[config.mk]
export PLATFORM = sky130hd
export DESIGN_NAME = median_frame_sequencer
export DESIGN_NICKNAME = d
export VERILOG_FILES = /design/src/rtl/median_pkg.sv /design/src/rtl/median_seq_pos_counter.sv /design/src/rtl/median_frame_sequencer.sv
export SDC_FILE = /design/constraint.sdc
export NUM_CORES = 1
export LEC_CHECK = 0
export CAP_MARGIN = 20
export CORE_MARGIN = 2
export CORE_UTILIZATION = 56
export CTS_CLUSTER_SIZE = 20
export DETAILED_ROUTE_END_ITERATION = 6
export PLACE_DENSITY = 0.85
export SKIP_CTS_REPAIR_TIMING = 1
export SYNTH_ARGS = -nofsm -noshare
export SYNTH_HDL_FRONTEND = slang
export SYNTH_SLANG_ARGS = --single-unit
[constraint.sdc]
create_clock -name i_clk -period 4 [get_ports i_clk]
set_input_delay 0.8 -clock i_clk [delete_from_list [all_inputs] [get_ports i_clk]]
set_output_delay 0.8 -clock i_clk [all_outputs]
set_load 0.01 [all_outputs]
[src/rtl/median_pkg.sv]
// Shared state encoding, error bit positions and default sizing for the
// median frame sequencer and its position counter.
package median_pkg;

  localparam int DIM_WIDTH_DEF = 12;

  localparam int ERR_TLAST     = 0;
  localparam int ERR_EARLY_SOF = 1;
  localparam int ERR_CFG       = 2;

  typedef enum logic [2:0] {
    IDLE,
    WAIT_SOF,
    ACTIVE,
    FLUSH,
    DONE
  } seq_state_t;

endpackage

[src/rtl/median_seq_pos_counter.sv]
// Column/row position counter: load to (0,0) or (1,0), advance on accepted
// beats, wrap at the latched width/height, flag end of line / end of frame.
module median_seq_pos_counter
  import median_pkg::*;
#(
  parameter int DIM_WIDTH = DIM_WIDTH_DEF
) (
  input  logic                 clk,
  input  logic                 rst_n,
  input  logic                 clear,
  input  logic                 start,
  input  logic                 inc,
  input  logic [DIM_WIDTH-1:0] width,
  input  logic [DIM_WIDTH-1:0] height,
  output logic                 eol,
  output logic                 eof
);

  localparam logic [DIM_WIDTH-1:0] ONE = DIM_WIDTH'(1);

  logic [DIM_WIDTH-1:0] col;
  logic [DIM_WIDTH-1:0] row;

  assign eol = (col == width - ONE);
  assign eof = (row == height - ONE);

  // start means the SOF beat itself was consumed, so the next beat sits at column 1
  always_ff @(posedge clk or negedge rst_n) begin
    if (!rst_n) begin
      col <= '0;
      row <= '0;
    end else if (clear) begin
      col <= '0;
      row <= '0;
    end else if (start) begin
      col <= ONE;
      row <= '0;
    end else if (inc) begin
      if (eol) begin
        col <= '0;
        row <= eof ? '0 : row + ONE;
      end else begin
        col <= col + ONE;
      end
    end
  end

endmodule

[src/rtl/median_frame_sequencer.sv]
// Frame controller ahead of the median core: SOF sync, tuser/tlast regeneration,
// error flags and tail flush. MEDIAN_SEQ_FLUSH_HOLD_EN: flush repeats last pixel.
//
// state    | meaning
// IDLE     | stopped, input not accepted
// WAIT_SOF | dropping beats until a valid start of frame
// ACTIVE   | forwarding pixels of the current frame
// FLUSH    | emitting KERNEL_SIZE/2 synthetic lines to drain the line buffers
// DONE     | single-cycle frame completion pulse
module median_frame_sequencer
  import median_pkg::*;
#(
  parameter int DATA_WIDTH  = 8,
  parameter int KERNEL_SIZE = 5,
  parameter int DIM_WIDTH   = DIM_WIDTH_DEF
) (
  input  logic                  i_clk,
  input  logic                  i_aresetn,
  input  logic                  i_enable,
  input  logic [DIM_WIDTH-1:0]  i_width,
  input  logic [DIM_WIDTH-1:0]  i_height,
  input  logic [DATA_WIDTH-1:0] s_axis_tdata,
  input  logic                  s_axis_tvalid,
  input  logic                  s_axis_tuser,
  input  logic                  s_axis_tlast,
  output logic                  s_axis_tready,
  output logic [DATA_WIDTH-1:0] m_axis_tdata,
  output logic                  m_axis_tvalid,
  output logic                  m_axis_tuser,
  output logic                  m_axis_tlast,
  input  logic                  m_axis_tready,
  output logic                  o_busy,
  output logic                  o_frame_done,
  output logic [2:0]            o_err,
  input  logic                  i_err_clr
);

  localparam int FLUSH_ROWS = KERNEL_SIZE / 2;
  localparam int FCW        = DIM_WIDTH + $clog2(FLUSH_ROWS + 1);
  localparam logic [DIM_WIDTH-1:0] K_DIM        = DIM_WIDTH'(KERNEL_SIZE);
  localparam logic [FCW-1:0]       FLUSH_ROWS_C = FCW'(FLUSH_ROWS);

  seq_state_t            state, state_nxt;
  logic [DIM_WIDTH-1:0]  width_q, height_q;
  logic [FCW-1:0]        flush_cnt;
  logic [DATA_WIDTH-1:0] flush_data;
  logic                  load_ok, s_acc, sof_in, cfg_ok, sof_ok;
  logic                  pix_acc, last_active, flush_acc, flush_last;
  logic                  eol, eof;
  logic [2:0]            err_set;

  assign load_ok     = !m_axis_tvalid || m_axis_tready;
  assign s_acc       = s_axis_tvalid && s_axis_tready;
  assign sof_in      = s_acc && s_axis_tuser;
  assign cfg_ok      = (i_width >= K_DIM) && (i_height >= K_DIM);
  assign sof_ok      = sof_in && cfg_ok;
  assign pix_acc     = s_acc && !s_axis_tuser && (state == ACTIVE);
  assign last_active = pix_acc && eol && eof;
  assign flush_acc   = (state == FLUSH) && load_ok;
  assign flush_last  = flush_acc && (flush_cnt == '0);

  always_ff @(posedge i_clk or negedge i_aresetn) begin
    if (!i_aresetn) state <= IDLE;
    else            state <= state_nxt;
  end

  always_comb begin
    state_nxt = state;
    case (state)
      IDLE:     if (i_enable) state_nxt = WAIT_SOF;
      WAIT_SOF: begin
        if (sof_ok)         state_nxt = ACTIVE;
        else if (!i_enable) state_nxt = IDLE;
      end
      ACTIVE: begin
        if (sof_in && !cfg_ok) state_nxt = WAIT_SOF;
        else if (last_active)  state_nxt = FLUSH;
      end
      FLUSH:    if (flush_last) state_nxt = DONE;
      DONE:     state_nxt = i_enable ? WAIT_SOF : IDLE;
      default:  state_nxt = IDLE;
    endcase
  end

  // A SOF waiting for a stalled output register is held, everything else is dropped freely
  always_comb begin
    s_axis_tready = 1'b0;
    case (state)
      WAIT_SOF: s_axis_tready = !(s_axis_tuser && !load_ok);
      ACTIVE:   s_axis_tready = load_ok;
      default:  s_axis_tready = 1'b0;
    endcase
    o_busy       = (state != IDLE);
    o_frame_done = (state == DONE);
  end

  median_seq_pos_counter #(
    .DIM_WIDTH(DIM_WIDTH)
  ) u_pos (
    .clk   (i_clk),
    .rst_n (i_aresetn),
    .clear (last_active),
    .start (sof_ok),
    .inc   (pix_acc || flush_acc),
    .width (width_q),
    .height(height_q),
    .eol   (eol),
    .eof   (eof)
  );

  always_ff @(posedge i_clk or negedge i_aresetn) begin
    if (!i_aresetn) begin
      width_q  <= '0;
      height_q <= '0;
    end else if (sof_ok) begin
      width_q  <= i_width;
      height_q <= i_height;
    end
  end

  always_ff @(posedge i_clk or negedge i_aresetn) begin
    if (!i_aresetn)       flush_cnt <= '0;
    else if (last_active) flush_cnt <= FLUSH_ROWS_C * FCW'(width_q) - FCW'(1);
    else if (flush_acc)   flush_cnt <= flush_cnt - FCW'(1);
  end

`ifdef MEDIAN_SEQ_FLUSH_HOLD_EN
  logic [DATA_WIDTH-1:0] last_pix;

  always_ff @(posedge i_clk or negedge i_aresetn) begin
    if (!i_aresetn)              last_pix <= '0;
    else if (sof_ok || pix_acc)  last_pix <= s_axis_tdata;
  end

  assign flush_data = last_pix;
`else
  assign flush_data = '0;
`endif

  always_ff @(posedge i_clk or negedge i_aresetn) begin
    if (!i_aresetn) begin
      m_axis_tvalid <= 1'b0;
      m_axis_tdata  <= '0;
      m_axis_tuser  <= 1'b0;
      m_axis_tlast  <= 1'b0;
    end else if (load_ok) begin
      if (sof_ok) begin
        m_axis_tvalid <= 1'b1;
        m_axis_tdata  <= s_axis_tdata;
        m_axis_tuser  <= 1'b1;
        m_axis_tlast  <= 1'b0;
      end else if (pix_acc) begin
        m_axis_tvalid <= 1'b1;
        m_axis_tdata  <= s_axis_tdata;
        m_axis_tuser  <= 1'b0;
        m_axis_tlast  <= eol;
      end else if (state == FLUSH) begin
        m_axis_tvalid <= 1'b1;
        m_axis_tdata  <= flush_data;
        m_axis_tuser  <= 1'b0;
        m_axis_tlast  <= eol;
      end else begin
        m_axis_tvalid <= 1'b0;
      end
    end
  end

  always_comb begin
    err_set                = '0;
    err_set[ERR_TLAST]     = pix_acc && (s_axis_tlast != eol);
    err_set[ERR_EARLY_SOF] = sof_in && (state == ACTIVE);
    err_set[ERR_CFG]       = sof_in && !cfg_ok;
  end

  always_ff @(posedge i_clk or negedge i_aresetn) begin
    if (!i_aresetn)     o_err <= '0;
    else if (i_err_clr) o_err <= '0;
    else                o_err <= o_err | err_set;
  end

endmodule

Word level (Yosys, flattened, before mapping)
Cells that the tools add are included.
Word-level totals
  bits in registers: 79
  input bits: 40
  output and inout bits: 17
  word-level logic and storage cells: 95
Cells by class
  add/subtract/negate cells: 6
  magnitude comparators: 2
  equal/unequal tests: 11
  multiplexer cells: 33
  bitwise operators: 1
  reductions and logical operators: 31
Operators by type and width (count)
  2-to-1 mux 12 bit: 9
  2-to-1 mux 14 bit: 2
  adder 12 x 1 -> 12 bit, second input constant: 2
  == test 12 bit: 2
  greater-or-equal comparator 12 x 3 -> 1 bit, second input constant: 2
  2-to-1 mux 8 bit: 3
  subtractor 12 x 1 -> 12 bit, second input constant: 2
  2-to-1 mux 3 bit: 7
  one-hot mux 3 bit (5 select lines): 1
  logical AND 1 bit: 14
  logical NOT 14 bit: 1
  subtractor 13 x 1 -> 14 bit, second input constant: 1
  subtractor 14 x 1 -> 14 bit, second input constant: 1
  nonzero test 3 bit: 4
  2-to-1 mux 1 bit: 10
  == test 3 x 2 -> 1 bit, second input constant: 2
  != test 3 bit, second input constant: 2
  logical NOT 1 bit: 5
  != test 2 bit, second input constant: 2
  AND reduction 2 bit: 2
  AND reduction 4 bit: 1
  == test 3 x 1 -> 1 bit, second input constant: 1
  == test 3 bit, second input constant: 1
  logical NOT 3 bit: 1
  other kinds (5): 6

Depth between registers and ports, before layout
  word-level depth: 14
  depth in mapped cells: 12
  gate-level depth less buffers: 9

Cells and area by module
Synthesis repeated with hierarchy kept, for this count alone.
Second synthesis, totals
  cells, all modules: 574
  area, all modules: 5288.8 um^2
By module, submodules not included
  median_frame_sequencer: times used 1, cells each 275, area an instance 2884.0 um^2, sequential area each 1376.3 um^2
  median_seq_pos_counter: times used 1, cells each 299, area an instance 2404.8 um^2, sequential area each 600.6 um^2

Worst setup path after synthesis
OpenSTA, ideal clock, no wires.
  path kind: reg-to-reg
  start: reg width_q[0]
  end: reg flush_cnt[7]
  setup time: 0.142 ns
  arrival: 3.055 ns
  required time: 3.858 ns
  setup slack: 0.804 ns
  stages on the path, launching flop included: 12
  path buffers: 2
  period minus slack after synthesis: 3.196 ns
  cell sequence: dfrtp_1 inv_1 ha_1 or4b_2 nor4_2 xnor3_1 nand3_1 or3_1 clkbuf_1 nor3_2 buf_2 o221ai_1
On the way
  longest elaborated chain between the ends: 5
  elaborated cells on any way between the ends: 7
  classes of those cells: add/sub: 2; eq/ne: 1; mux: 1; reduce/logical: 3
RTL lines
  start, declared: line median_frame_sequencer.sv:44  | logic [DIM_WIDTH-1:0] width_q, height_q;
  start signal, assigned: line median_frame_sequencer.sv:116  | width_q <= i_width;
  subtractor 12 x 1 -> 12 bit: line median_seq_pos_counter.sv:24  | assign eol = (col == width - ONE);
  == test 12 bit: line median_seq_pos_counter.sv:24
  logical AND 1 bit (2 in a row): line median_frame_sequencer.sv:58  | assign last_active = pix_acc && eol && eof;
  2-to-1 mux 14 bit or nonzero test 2 bit (tied branches)
  end signal, assigned: line median_frame_sequencer.sv:123  | else if (last_active) flush_cnt <= FLUSH_ROWS_C * FCW'(width_q) - FCW'(1);
  end signal, assigned: line median_frame_sequencer.sv:124  | else if (flush_acc) flush_cnt <= flush_cnt - FCW'(1);
  end, declared: line median_frame_sequencer.sv:45  | logic [FCW-1:0] flush_cnt;
Several ways; a longest one is shown, not always the timed one.
A chain may end at the register's enable or synchronous reset.

Worst setup path after layout
Ends and elaborated chain as after synthesis.

==> flow_metrics.tcl <==
set metrics [dict create \
    yosys-top-cells-count "nand2_1 (126), dfrtp_1 (79), nor2_1 (36)" \
    synth-xor-area-share_pct 11.2 \
    routedWlPerCell_um 15.9 \
    finalSetupViolCount 0 \
    synthMuxAreaShare_pct 2.73 \
    synthSimpleGateAreaFrac_pct 28.6 \
    grt_antenna_before_repair 0 \
    cpPeakStageDelay_ps 670 \
    synthesis.area_mm2 0.00476 \
    synth.yosys.seq_area_share_pct 41.5 \
    drc 0 \
    path_max_fanout 5 \
    synth_top_area_cell "dfrtp_1" \
    period_needed_ps 3320 \
    synth.avg_cell_area_um2 8.64 \
    track_usage_pct 26.1 \
    post-synth-top-count-cell "nand2_1" \
    grt_overflow 0 \
    ant_nets 0 \
    cts_tree "yes" \
    synthesis.nets 596 \
    synth_warnings 0 \
    cts_root_buf "clkbuf_8" \
    whs_endpoint "state[2]$_DFFE_PN0P_" \
    reg2reg_from "width_q[0]$_DFFE_PN0P_" \
    hold_depth 1 \
    cts_buffers 9 \
    irDropWorstVdd_uv 311 \
    area_growth_syn_to_layout_pct 16.4 \
    numPortBuffers 56 \
    clk_path_buf_depth 2 \
    gp_congestion 0.858 \
    clock_latency_ps 360 \
    slew_headroom_pct 34.2 \
    totalWireLength_mm 11.2 \
    rsz0062_at_grt "false" \
    r2r-end "flush_cnt[7]$_DFFE_PN0P_" \
    yosysTopAreaCellShare_pct 41.5 \
    path_clk_slew_ps 80 \
    grt_pass1_vias 3791 \
    post-dp-hpwl_mm 8.18 \
    finalCritPeriodShare_pct 83.1 \
    synth-edff-count 0 \
    fin_tns_setup_ps 0 \
    yosys-top-cells-area "dfrtp_1 (42%), nand2_1 (9.9%), xor2_1 (5.0%)" \
    reg2reg_slack_ps 680 \
    dr.pass1.iters 5 \
    num_rows 33 \
    synth_top_family_by_area "simple AND/OR/NAND/NOR gates" \
    die_x_um 96.2 \
    ys_types 59 \
    io_pins 57 \
    min_from "flush_cnt[13]$_DFFE_PN0P_" \
    fp.dieH_um 96.2 \
    final_cells 707 \
    crit_family "simple AND/OR/NAND/NOR gates" \
    antenna_cells 0 \
    ys_async_sr_fraction_pct 100 \
    status "finished, final reports clean" \
    viasPerCell 5.90 \
    drt_iter0_drc 297 \
    die-area_mm2 0.00925 \
    synth_seq_cells 79 \
    start_util_pct 57.9 \
    critPathCaptureType "register" \
    drive_gt1_share_pct 5.98 \
    synth_fa_ha_area_share_pct 1.31 \
    critPathKind "reg -> reg" \
    slowest_stage "or4b_2" \
    max_freq_mhz 301 \
    critPathLaunchType "register" \
    cts.sinks 79 \
    drv_slew 0 \
    cap_violations 0 \
    holdWs_ps 487 \
    hold_viol 0 \
    grt_first_pass_wirelength_mm 18.5 \
    path_buf_inv 1 \
    netlist_instances 551 \
    power_density_mw_per_mm2 599 \
    nets 642 \
    required_ps 4280 \
    cp_cell_sequence "inv_1 -> ha_1 -> or4b_2 -> nor4_2 -> xnor3_1 -> o21ai_0 -> or4_1 -> or3_1 -> o221ai_1" \
    place_inst 691 \
    synth_ff_type "dfrtp_1" \
    leakagePower_uw 0.00233 \
    fin_skew_ps 9.37 \
    grt_max_degree 80 \
    num_vias 4173 \
    r2r_cells 9 \
    core_area_mm2 0.00822 \
    synth-compound-area-share_pct 10.7 \
    htreeDepth 3 \
    crit_arrival_ps 3600 \
    tightestPinTransition_ps 987 \
    hold_class "reg -> reg" \
]
==> metrics by stage <==
stage	total power (uW)	util (%)	cell area (um2)	worst slack, ps
6_report	3310	67.4	5540	676
5_1_grt	3590	67.4	5540	385
4_1_cts	3310	67.4	5540	666
3_5_place_dp	2750	65.2	5360	454
3_3_place_gp	2690	65.2	5360	519
2_1_floorplan	2320	-	4760	804
==> final cells by class <==
type / count / area (um2)
well taps: 105 / 131
multi-input cells: 432 / 2600
inverters: 14 / 52.6
fillers: 685 / 2680
clock buffers: 9 / 124
flip-flops and latches: 79 / 1980
repair buffers: 61 / 596
clock inverters: 7 / 56.3
==> worst register-to-register path, stage by stage, from the launching register on <==
cell	delay, ps
dfrtp_1	450
inv_1	100
ha_1	200
or4b_2	670
nor4_2	330
xnor3_1	220
o21ai_0	80
or4_1	570
or3_1	450
o221ai_1	190
==> layer usage <==
layer	up-vias	global-route usage, %	part of all wire [%]
li1	2011	-	-
met1	1983	37.2	46
met2	162	41.6	46
met3	17	3.68	5.9
met4	0	7.74	1.6
met5	-	0	0
==> state kept, by name (all words and copies together), names as in the netlist <==
name	count
flush_cnt	14
height_q	12
u_pos.col	12
u_pos.row	12
width_q	12
m_axis_tdata	8
o_err	3
state	3
m_axis_tlast	1
m_axis_tuser	1
m_axis_tvalid	1
==> power by group <==
group | internal [uW] | switching, uW | leakage [uW]
Combinational | 658 | 789 | 0.00123
Clock | 233 | 321 | 0.0000906
Sequential | 1020 | 294 | 0.00101
Total | 1910 | 1400 | 0.00233
==> kinds of logic after synthesis <==
group,count (synthesis)
AOI/OAI and AO/OA,79
xor gates and xnor gates,56
adders and majority gates,5
buffers and inverters,40
DFF,79
muxes,13
and+or+nand+nor,279
==> worst max-delay path by stage <==
stage | start | end | slack [ps] | depth (start not counted)
CTS | width_q[0]$_DFFE_PN0P_ | state[0]$_DFFE_PN0P_ | 670 | 9
global route | width_q[0]$_DFFE_PN0P_ | flush_cnt[1]$_DFFE_PN0P_ | 380 | 9
detailed placement | m_axis_tready | u_pos.row[0]$_DFFE_PN0P_ | 450 | 8
floorplan | width_q[0]$_DFFE_PN0P_ | flush_cnt[7]$_DFFE_PN0P_ | 800 | 11
finish | width_q[0]$_DFFE_PN0P_ | flush_cnt[7]$_DFFE_PN0P_ | 680 | 9
global placement | m_axis_tready | u_pos.row[0]$_DFFE_PN0P_ | 520 | 8
==> layout by cell type, fill, tap and decap left out, types with 5 or more instances in the layout <==
cell type / instances
o21ai_0: 24
o22ai_1: 8
nand2_1: 126
clkbuf_8: 9
or3_1: 21
nand3_1: 19
nor4_1: 14
dfrtp_1: 79
clkdlybuf4s50_1: 55
xnor2_1: 26
nor2_1: 35
and3_1: 5
nor2b_1: 5
a21oi_1: 22
buf_4: 6
nor3b_1: 5
xor2_1: 27
nand4_1: 8
ha_1: 5
mux2i_1: 13
nor3_1: 12
inv_1: 14
Note: power is estimated with default switching activity, not from simulation.
